File: src/rtl/score_digit_scheduler.sv
// score_digit_scheduler
//
// Purpose:
//   Converts the binary score and high-score values into packed BCD digit
//   buffers for the on-screen text renderer. A single iterative double-dabble
//   engine is time-shared between the two channels. Conversion rounds start
//   only on a frame-start pulse, and each digit buffer is written in one
//   cycle, so the renderer never sees a half-updated value.
//
// Ports:
//   clk                in  system clock
//   rst                in  synchronous reset, active-high
//   frame_start        in  one-cycle pulse at the start of vertical blanking
//   score              in  current score, binary (VALUE_W bits)
//   high_score         in  current high score, binary (VALUE_W bits)
//   score_digits       out BCD score, most-significant digit in top nibble
//   high_score_digits  out BCD high score, same layout as score_digits
//   busy               out high whenever the scheduler is not idle
//   update_done        out one-cycle pulse when a scheduling round ends

module score_digit_scheduler #(
  parameter int VALUE_W    = 14,
  parameter int NUM_DIGITS = 4,
  parameter int MAX_VALUE  = 9999
) (
  input  logic                    clk,
  input  logic                    rst,
  input  logic                    frame_start,
  input  logic [VALUE_W-1:0]      score,
  input  logic [VALUE_W-1:0]      high_score,
  output logic [4*NUM_DIGITS-1:0] score_digits,
  output logic [4*NUM_DIGITS-1:0] high_score_digits,
  output logic                    busy,
  output logic                    update_done
);

  localparam int BCD_W  = 4 * NUM_DIGITS;
  localparam int ITER_W = (VALUE_W > 1) ? $clog2(VALUE_W) : 1;

  localparam logic [VALUE_W-1:0] SAT_VALUE = VALUE_W'(MAX_VALUE);
  localparam logic [ITER_W-1:0]  LAST_ITER = ITER_W'(VALUE_W - 1);
  localparam logic [BCD_W-1:0]   ALL_NINES = {NUM_DIGITS{4'h9}};

  localparam logic CH_SCORE = 1'b0;
  localparam logic CH_HIGH  = 1'b1;

  typedef enum logic [2:0] {
    ST_IDLE    = 3'd0,
    ST_SELECT  = 3'd1,
    ST_CONVERT = 3'd2,
    ST_STORE   = 3'd3,
    ST_DONE    = 3'd4
  } state_e;

  // Double-dabble correction step: every BCD nibble of 5 or more gets +3 so
  // that the following left shift carries correctly into the next digit.
  function automatic logic [BCD_W-1:0] dabble_adjust(input logic [BCD_W-1:0] bcd_in);
    logic [BCD_W-1:0] adj;
    adj = bcd_in;
    for (int i = 0; i < NUM_DIGITS; i++) begin
      if (bcd_in[4*i +: 4] >= 4'd5) begin
        adj[4*i +: 4] = bcd_in[4*i +: 4] + 4'd3;
      end else begin
        adj[4*i +: 4] = bcd_in[4*i +: 4];
      end
    end
    return adj;
  endfunction

  // ---------------------------------------------------------------------------
  // State
  // ---------------------------------------------------------------------------
  state_e              state_q,        state_d;
  logic                pending_q,      pending_d;
  logic                sel_q,          sel_d;

  // Values captured at the trigger; the round works only from these.
  logic [VALUE_W-1:0]  snap_score_q,   snap_score_d;
  logic [VALUE_W-1:0]  snap_high_q,    snap_high_d;

  // Last value actually written to each digit buffer.
  logic [VALUE_W-1:0]  last_score_q,   last_score_d;
  logic [VALUE_W-1:0]  last_high_q,    last_high_d;
  logic                valid_score_q,  valid_score_d;
  logic                valid_high_q,   valid_high_d;
  logic                dirty_score_q,  dirty_score_d;
  logic                dirty_high_q,   dirty_high_d;

  // Shared conversion engine.
  logic [BCD_W-1:0]    bcd_q,          bcd_d;
  logic [VALUE_W-1:0]  bin_q,          bin_d;
  logic [ITER_W-1:0]   iter_q,         iter_d;

  // Registered outputs.
  logic [BCD_W-1:0]    score_digits_q, score_digits_d;
  logic [BCD_W-1:0]    high_digits_q,  high_digits_d;
  logic                busy_q,         busy_d;
  logic                update_done_q,  update_done_d;

  // Combinational helpers.
  logic [VALUE_W-1:0]  pick_s;
  logic [BCD_W-1:0]    adj_s;

  // Next-state, datapath and output computation for the scheduler FSM.
  always_comb begin
    state_d        = state_q;
    pending_d      = pending_q;
    sel_d          = sel_q;
    snap_score_d   = snap_score_q;
    snap_high_d    = snap_high_q;
    last_score_d   = last_score_q;
    last_high_d    = last_high_q;
    valid_score_d  = valid_score_q;
    valid_high_d   = valid_high_q;
    dirty_score_d  = dirty_score_q;
    dirty_high_d   = dirty_high_q;
    bcd_d          = bcd_q;
    bin_d          = bin_q;
    iter_d         = iter_q;
    score_digits_d = score_digits_q;
    high_digits_d  = high_digits_q;
    pick_s         = '0;
    adj_s          = '0;

    // A frame_start arriving mid-round (DONE included) is remembered so that
    // the next round starts as soon as the FSM is back in IDLE. Repeated
    // pulses simply keep the flag set.
    if (frame_start && (state_q != ST_IDLE)) begin
      pending_d = 1'b1;
    end else begin
      pending_d = pending_d;
    end

    case (state_q)
      ST_IDLE: begin
        if (frame_start || pending_q) begin
          snap_score_d  = score;
          snap_high_d   = high_score;
          pending_d     = 1'b0;
          // An invalid channel must be converted even if its value happens
          // to match the (reset) last value.
          dirty_score_d = (score != last_score_q) || !valid_score_q;
          dirty_high_d  = (high_score != last_high_q) || !valid_high_q;
          state_d       = ST_SELECT;
        end else begin
          state_d = ST_IDLE;
        end
      end

      ST_SELECT: begin
        if (dirty_score_q || dirty_high_q) begin
          sel_d  = dirty_score_q ? CH_SCORE : CH_HIGH;
          pick_s = dirty_score_q ? snap_score_q : snap_high_q;
          iter_d = '0;
          if (pick_s >= SAT_VALUE) begin
            // Saturated values skip the engine entirely.
            bcd_d   = ALL_NINES;
            bin_d   = '0;
            state_d = ST_STORE;
          end else begin
            bcd_d   = '0;
            bin_d   = pick_s;
            state_d = ST_CONVERT;
          end
        end else begin
          state_d = ST_DONE;
        end
      end

      ST_CONVERT: begin
        adj_s = dabble_adjust(bcd_q);
        bcd_d = {adj_s[BCD_W-2:0], bin_q[VALUE_W-1]};
        bin_d = {bin_q[VALUE_W-2:0], 1'b0};
        if (iter_q == LAST_ITER) begin
          state_d = ST_STORE;
        end else begin
          iter_d  = iter_q + ITER_W'(1);
          state_d = ST_CONVERT;
        end
      end

      ST_STORE: begin
        // Whole-buffer write: the renderer sees either the old or the new
        // value, never a partially shifted one.
        if (sel_q == CH_SCORE) begin
          score_digits_d = bcd_q;
          last_score_d   = snap_score_q;
          valid_score_d  = 1'b1;
          dirty_score_d  = 1'b0;
        end else begin
          high_digits_d  = bcd_q;
          last_high_d    = snap_high_q;
          valid_high_d   = 1'b1;
          dirty_high_d   = 1'b0;
        end
        state_d = ST_SELECT;
      end

      ST_DONE: begin
        state_d = ST_IDLE;
      end

      default: begin
        state_d = ST_IDLE;
      end
    endcase

    // Status outputs are registered from the next state so they line up
    // with the state they describe.
    busy_d        = (state_d != ST_IDLE);
    update_done_d = (state_d == ST_DONE);
  end

  // State and output registers with synchronous reset; reset aborts any
  // round in flight without touching the digit buffers beyond clearing them.
  always_ff @(posedge clk) begin
    if (rst) begin
      state_q        <= ST_IDLE;
      pending_q      <= 1'b0;
      sel_q          <= CH_SCORE;
      snap_score_q   <= '0;
      snap_high_q    <= '0;
      last_score_q   <= '0;
      last_high_q    <= '0;
      valid_score_q  <= 1'b0;
      valid_high_q   <= 1'b0;
      dirty_score_q  <= 1'b0;
      dirty_high_q   <= 1'b0;
      bcd_q          <= '0;
      bin_q          <= '0;
      iter_q         <= '0;
      score_digits_q <= '0;
      high_digits_q  <= '0;
      busy_q         <= 1'b0;
      update_done_q  <= 1'b0;
    end else begin
      state_q        <= state_d;
      pending_q      <= pending_d;
      sel_q          <= sel_d;
      snap_score_q   <= snap_score_d;
      snap_high_q    <= snap_high_d;
      last_score_q   <= last_score_d;
      last_high_q    <= last_high_d;
      valid_score_q  <= valid_score_d;
      valid_high_q   <= valid_high_d;
      dirty_score_q  <= dirty_score_d;
      dirty_high_q   <= dirty_high_d;
      bcd_q          <= bcd_d;
      bin_q          <= bin_d;
      iter_q         <= iter_d;
      score_digits_q <= score_digits_d;
      high_digits_q  <= high_digits_d;
      busy_q         <= busy_d;
      update_done_q  <= update_done_d;
    end
  end

  assign score_digits      = score_digits_q;
  assign high_score_digits = high_digits_q;
  assign busy              = busy_q;
  assign update_done       = update_done_q;

endmodule

File: config.mk
export PLATFORM = sky130hd
export DESIGN_NAME = score_digit_scheduler
export DESIGN_NICKNAME = d
export VERILOG_FILES = /design/src/rtl/score_digit_scheduler.sv
export SDC_FILE = /design/constraint.sdc
export NUM_CORES = 1
export LEC_CHECK = 0
export CORE_MARGIN = 2
export CORE_UTILIZATION = 60
export CTS_CLUSTER_SIZE = 25
export DETAILED_ROUTE_END_ITERATION = 10
export GPL_TIMING_DRIVEN = 0
export PLACE_DENSITY_LB_ADDON = 0.05
export SYNTH_ARGS = -nofsm -noshare
export SYNTH_HDL_FRONTEND = slang
export SYNTH_SLANG_ARGS = --single-unit
export TNS_END_PERCENT = 30
File: constraint.sdc
create_clock -name clk -period 4.6 [get_ports clk]
set_input_delay 0.92 -clock clk [delete_from_list [all_inputs] [get_ports clk]]
set_output_delay 0.92 -clock clk [all_outputs]
set_load 0.005 [all_outputs]
* Yosys cells after proc, flatten, opt, wreduce, memory -nomap -nowiden
Cells that the tools add are included.
Word-level totals: memories kept 0, register bits after elaboration 133, ROM bits 0, logic and storage cells 90, latch bits 0, RAM bits 0, output and inout port bits 34, bits of input ports 31
Operators by class: shift-type cells 0, reductions and logical operators 20, add/sub/neg operators 5, equal/unequal tests 12, div/mod/pow operators 0, mux-type cells 29, order comparisons 5, multiply operators 0, bitwise gates (word level) 1
Operators with widths (count):
- 2-to-1 mux 14 bit | 3
- 2-to-1 mux 16 bit | 2
- case mux 16 bit (2 select lines) | 1
- inequality test 14 bit | 2
- case mux 14 bit (2 select lines) | 1
- 2-to-1 mux 4 bit | 5
- greater-or-equal comparator 4 x 3 -> 1 bit, second input constant | 4
- greater-or-equal comparator 14 bit, second input constant | 1
- adder 4 x 2 -> 4 bit, second input constant | 3
- case mux 3 bit (4 select lines) | 1
- 2-to-1 mux 1 bit | 11
- inequality test 2 bit, second input constant | 5
- AND reduction 2 bit | 5
- AND reduction 3 bit | 3
- case mux 4 bit (2 select lines) | 1
- equality test 3 x 2 -> 1 bit, second input constant | 2
- 2-to-1 mux 3 bit | 2
- nonzero test 3 bit | 2
- adder 4 x 1 -> 4 bit, second input constant | 1
- equality test 4 bit, second input constant | 1
- logical OR 1 bit | 4
- case mux 1 bit (2 select lines) | 2
- nonzero test 2 bit | 2
- adder 3 x 2 -> 3 bit, second input constant | 1
- 6 further kinds | 7

* Longest topological paths before layout
depth after elaboration 6, mapped depth 8, mapped depth without buffers 7

* Worst setup path after synthesis
OpenSTA, ideal clock, no wires.
kind input port to flip-flop, start input rst, end register high_digits_q[10], in the netlist high_score_digits[10], setup time 0.132 ns, path buffers 3, arrival time 1.748 ns, stages on the path 4, slack 2.720 ns, data required time 4.468 ns, path through clkbuf_1 -> buf_2 -> clkbuf_1 -> a21oi_1
RTL lines:
- start: declaration | line 27 | input logic rst,
- end signal: assignment | line 252 | high_digits_q <= high_digits_d;
- end: declaration | line 96 | logic [BCD_W-1:0] high_digits_q, high_digits_d;
No word-level cell between the ends.

* Worst setup path after layout
start input rst, end register high_digits_q[13], in the netlist high_score_digits[13]
No word-level cell between the ends.

==> run_results.csv <==
group,metric,value,unit
outcome,status,"completed",
floorplan,rows,35,
sta,setup_violations,0,
pwr,sw_frac_of_total,26.6,%
sta,setup_ws,2.08,ns
finish,fillers,670,
drt,postRouteAntennaNets,0,
global_routing,grt_pass1_wl,24500,um
sta,slew_viol_final,0,
pwr,ir_drop,0.244,mV
logic_synthesis,syn_area_per_cell,8.41,um^2
drt,postRouteWirelength,15200,um
critical_path,cp-end-kind,"flip-flop",
placed_design,post-dp-hpwl,10700,um
clock_network,cts_tree,"done",
floorplan,die_area,10300,um^2
floorplan,chipWidth,102,um
finish,design_area,7100,um^2
logic_synthesis,syn_nets,722,
critical_path,crit_family,"buffers and inverters",
global_routing,grt_pass1_vias,5123,
critical_path,path_cells,"clkdlybuf4s50_1 -> clkbuf_1 -> buf_2 -> clkbuf_1 -> a21oi_1",
critical_path,cp.arrival,2.91,ns
critical_path,crit_required,4.99,ns
clock_network,cts-root-buf,"clkbuf_8",
drt,route.vias.total,5201,
placed_design,gp_congestion,0.930,
pwr,seqPwrFrac,43.5,%
critical_path,slowest_stage,"clkdlybuf4s50_1",
logic_synthesis,synth_area_leader_cell,"dfxtp_1",
pwr,combPwrFrac,10.7,%
critical_path,critPathKind,"input port to flip-flop",
sta,max_freq,396,MHz
clock_network,cts_made_buffers,17,
finish,layout-drive-gt1-share,9.65,%
logic_synthesis,async_flop_share,0,%
global_routing,grt_usage,30.7,%
pwr,power_density,401,nW/um^2
clock_network,path_clk_slew,0.06,ns
pwr,power,2.84,mW
clock_network,postCtsSetupBuffers,0,
pwr,clkPwrFrac,45.8,%
clock_network,cts.sinks,133,
drt,route.detailed.drc,0,
logic_synthesis,synth_cells,681,
logic_synthesis,synth_ff_type,"dfxtp_1",
logic_synthesis,yosysSeqAreaShare,46.5,%
global_routing,antenna_found_initial,0,
drt,first_iter_violations,272,
logic_synthesis,yosys-top-cells-area,"dfxtp_1, nand2_1, a21oi_1",
floorplan,core,9240,um^2
sta,min_period,2.52,ns
global_routing,grt_max_degree,17,
critical_path,crit_buf_inv,4,
logic_synthesis,yosysTopAreaCellShare,46.5,%
clock_network,cts_resized,0,
finish,area_growth,23.9,%
clock_network,insertion_delay,0.53,ns
clock_network,cts_buffer_depth,2,
placed_design,io_buffer_count,64,
drt,routed_via_density,5.74,
placed_design,post-place-ws,1.57,ns
pwr,switching_power,0.756,mW
critical_path,cp-start-kind,"input port",
global_routing,grt-ovfl-total,0,
logic_synthesis,syn-cell-area,5730,um^2
critical_path,cp_common_cell,"clkbuf_1",
sta,rsz0062_at_grt,"no",
logic_synthesis,ys_ff_latch,133,
pwr,p_leak,2.41,nW
sta,fin_skew,0.00973,ns
critical_path,cp_slowest_stage_delay,0.67,ns
job,maxCapViolations,0,
sta,fin_crit_sh,54.9,%
sta,hold_viol_final,0,
finish,final_nets,805,
finish,antenna-diode-count,0,
floorplan,ios,65,
drt,routedWlPerCell,16.7,um
logic_synthesis,yosys_warnings,0,
logic_synthesis,ys_types,45,
pwr,p_int,2.09,mW
sta,final.setup.tns,0,ns
finish,fin_util,76.8,%
sta,worstMarginPinSlew,0.672,ns
floorplan,die_h,102,um
critical_path,cp_max_fo,10,
drt,firstDrtPassIters,5,
logic_synthesis,synth_edf_count,0,
clock_network,cts_max_level,4,
sta,maxSlewHeadroom,55.2,%
floorplan,start_util,62.0,%
clock_network,cts.hold.buffers_added,0,
worst_hold_path,hold_path.class,"flip-flop to flip-flop",
placed_design,placed_area,6530,um^2
[worst min-delay path: stages, from the launching register on]
cell and delay, ns:
dfxtp_1 0.31, nand2_1 0.05, a21oi_1 0.05
[registers in the layout, indices dropped and copies added (netlist names)]
| signal | count |
|---|---|
| dirty_high_q | 1 |
| snap_high_q | 14 |
| sel_q | 1 |
| update_done | 1 |
| iter_q | 4 |
| valid_high_q | 1 |
| pending_q | 1 |
| bcd_q | 16 |
| high_score_digits | 16 |
| state_q | 3 |
| busy | 1 |
| dirty_score_q | 1 |
| last_score_q | 14 |
| valid_score_q | 1 |
| snap_score_q | 14 |
| score_digits | 16 |
| bin_q | 14 |
| last_high_q | 14 |
[Yosys cell counts (2+ instances only)]
library cell,n
nor3_2,2
o22ai_1,3
dfxtp_1,133
xnor2_1,34
buf_2,19
a22o_1,4
nand2b_1,9
nor3_1,4
mux2i_1,16
and3_1,2
a32oi_1,2
nand2_1,192
xor2_1,2
inv_1,10
a211oi_1,3
a21o_1,2
a22oi_1,20
nand4_1,9
and2_1,2
nor2_1,24
nand3_1,7
buf_4,2
o21ai_0,5
ha_1,10
nor4_1,3
clkbuf_1,21
buf_6,3
o22ai_2,10
o41ai_1,2
o211ai_1,3
nor2b_1,4
a21oi_1,102
o21bai_1,5
[cells by family (layout without fill, tap and decap cells)]
| logic type | after synthesis | count (layout) | synth area share [%] |
|---|---|---|---|
| and+or+nand+nor | 265 | 265 | 20.1 |
| DFF | 133 | 133 | 46.5 |
| adders and majority gates | 10 | 10 | 2.18 |
| xor gates and xnor gates | 36 | 36 | 5.50 |
| muxes | 16 | 16 | 2.80 |
| AOI/OAI and AO/OA | 166 | 166 | 18.4 |
| buffers and inverters | 55 | 151 | 4.54 |
[worst paths after layout]
kind                                 startpoint                                 end  slack, ns  cells after the start
hold / removal    score_digits[10]$_SDFFE_PP0P_       score_digits[10]$_SDFFE_PP0P_       0.45                      2
setup reg to reg     dirty_score_q$_SDFFE_PP0P_               bin_q[6]$_SDFFE_PP0P_       2.57                      7
setup / recovery                            rst  high_score_digits[13]$_SDFFE_PP0P_       2.08                      5
hold reg to reg   score_digits[10]$_SDFFE_PP0P_       score_digits[10]$_SDFFE_PP0P_       0.45                      2
[area by class of cell]
cell class / instances / area [um^2] / share of cell area (%)
multi-input combinational: 493 / 2810 / 39.5
tap: 129 / 161 / 2.27
sequential: 133 / 2660 / 37.5
timing repair buffer: 64 / 641 / 9.02
clock buffer: 18 / 418 / 5.89
clock inverter: 14 / 151 / 2.13
inverter: 10 / 37.5 / 0.529
buffer: 45 / 223 / 3.14
[power groups by stage]
stage	combinational (mW)	clock (mW)	sequential [mW]
4_1_cts	0.301	1.31	1.23
3_3_place_gp	0.290	0	1.26
5_1_grt	0.328	1.36	1.24
6_report	0.304	1.30	1.24
3_5_place_dp	0.297	0	1.26
2_1_floorplan	0.199	0	1.24
[placed cells by master, fill, tap and decap left out, types with 3 or more instances in the layout]
master,synthesis,routed
a211oi_1,3,3
a21oi_1,102,102
a22o_1,4,4
a22oi_1,20,20
buf_2,19,19
buf_6,3,3
clkbuf_1,21,22
clkbuf_16,0,16
clkdlybuf4s50_1,0,64
clkinv_2,0,3
clkinv_4,0,3
dfxtp_1,133,133
ha_1,10,10
inv_1,10,10
inv_6,0,4
mux2i_1,16,16
nand2_1,192,192
nand2b_1,9,9
nand3_1,7,7
nand4_1,9,9
nor2_1,24,24
nor2b_1,4,4
nor3_1,4,4
nor4_1,3,3
o211ai_1,3,3
o21ai_0,5,5
o21bai_1,5,5
o22ai_1,3,3
o22ai_2,10,10
xnor2_1,34,34
[per-layer routing]
layer	track usage (%)	share of wire [%]	up-vias
li1	-	-	2477
met1	35.3	40	2467
met2	54.2	50	202
met3	7.59	6.3	55
met4	12.9	3.8	0
met5	0	0	-
[through the flow]
| step | std cells | hold WS (ns) |
|---|---|---|
| after global routing | 906 | 0.474 |
| after floorplan | 681 | 0.433 |
| after global placement | 874 | 0.441 |
| after CTS | 906 | 0.455 |
| final | 906 | 0.451 |
| after detailed placement | 874 | 0.446 |
No activity file was read; power rests on OpenSTA's default activity.
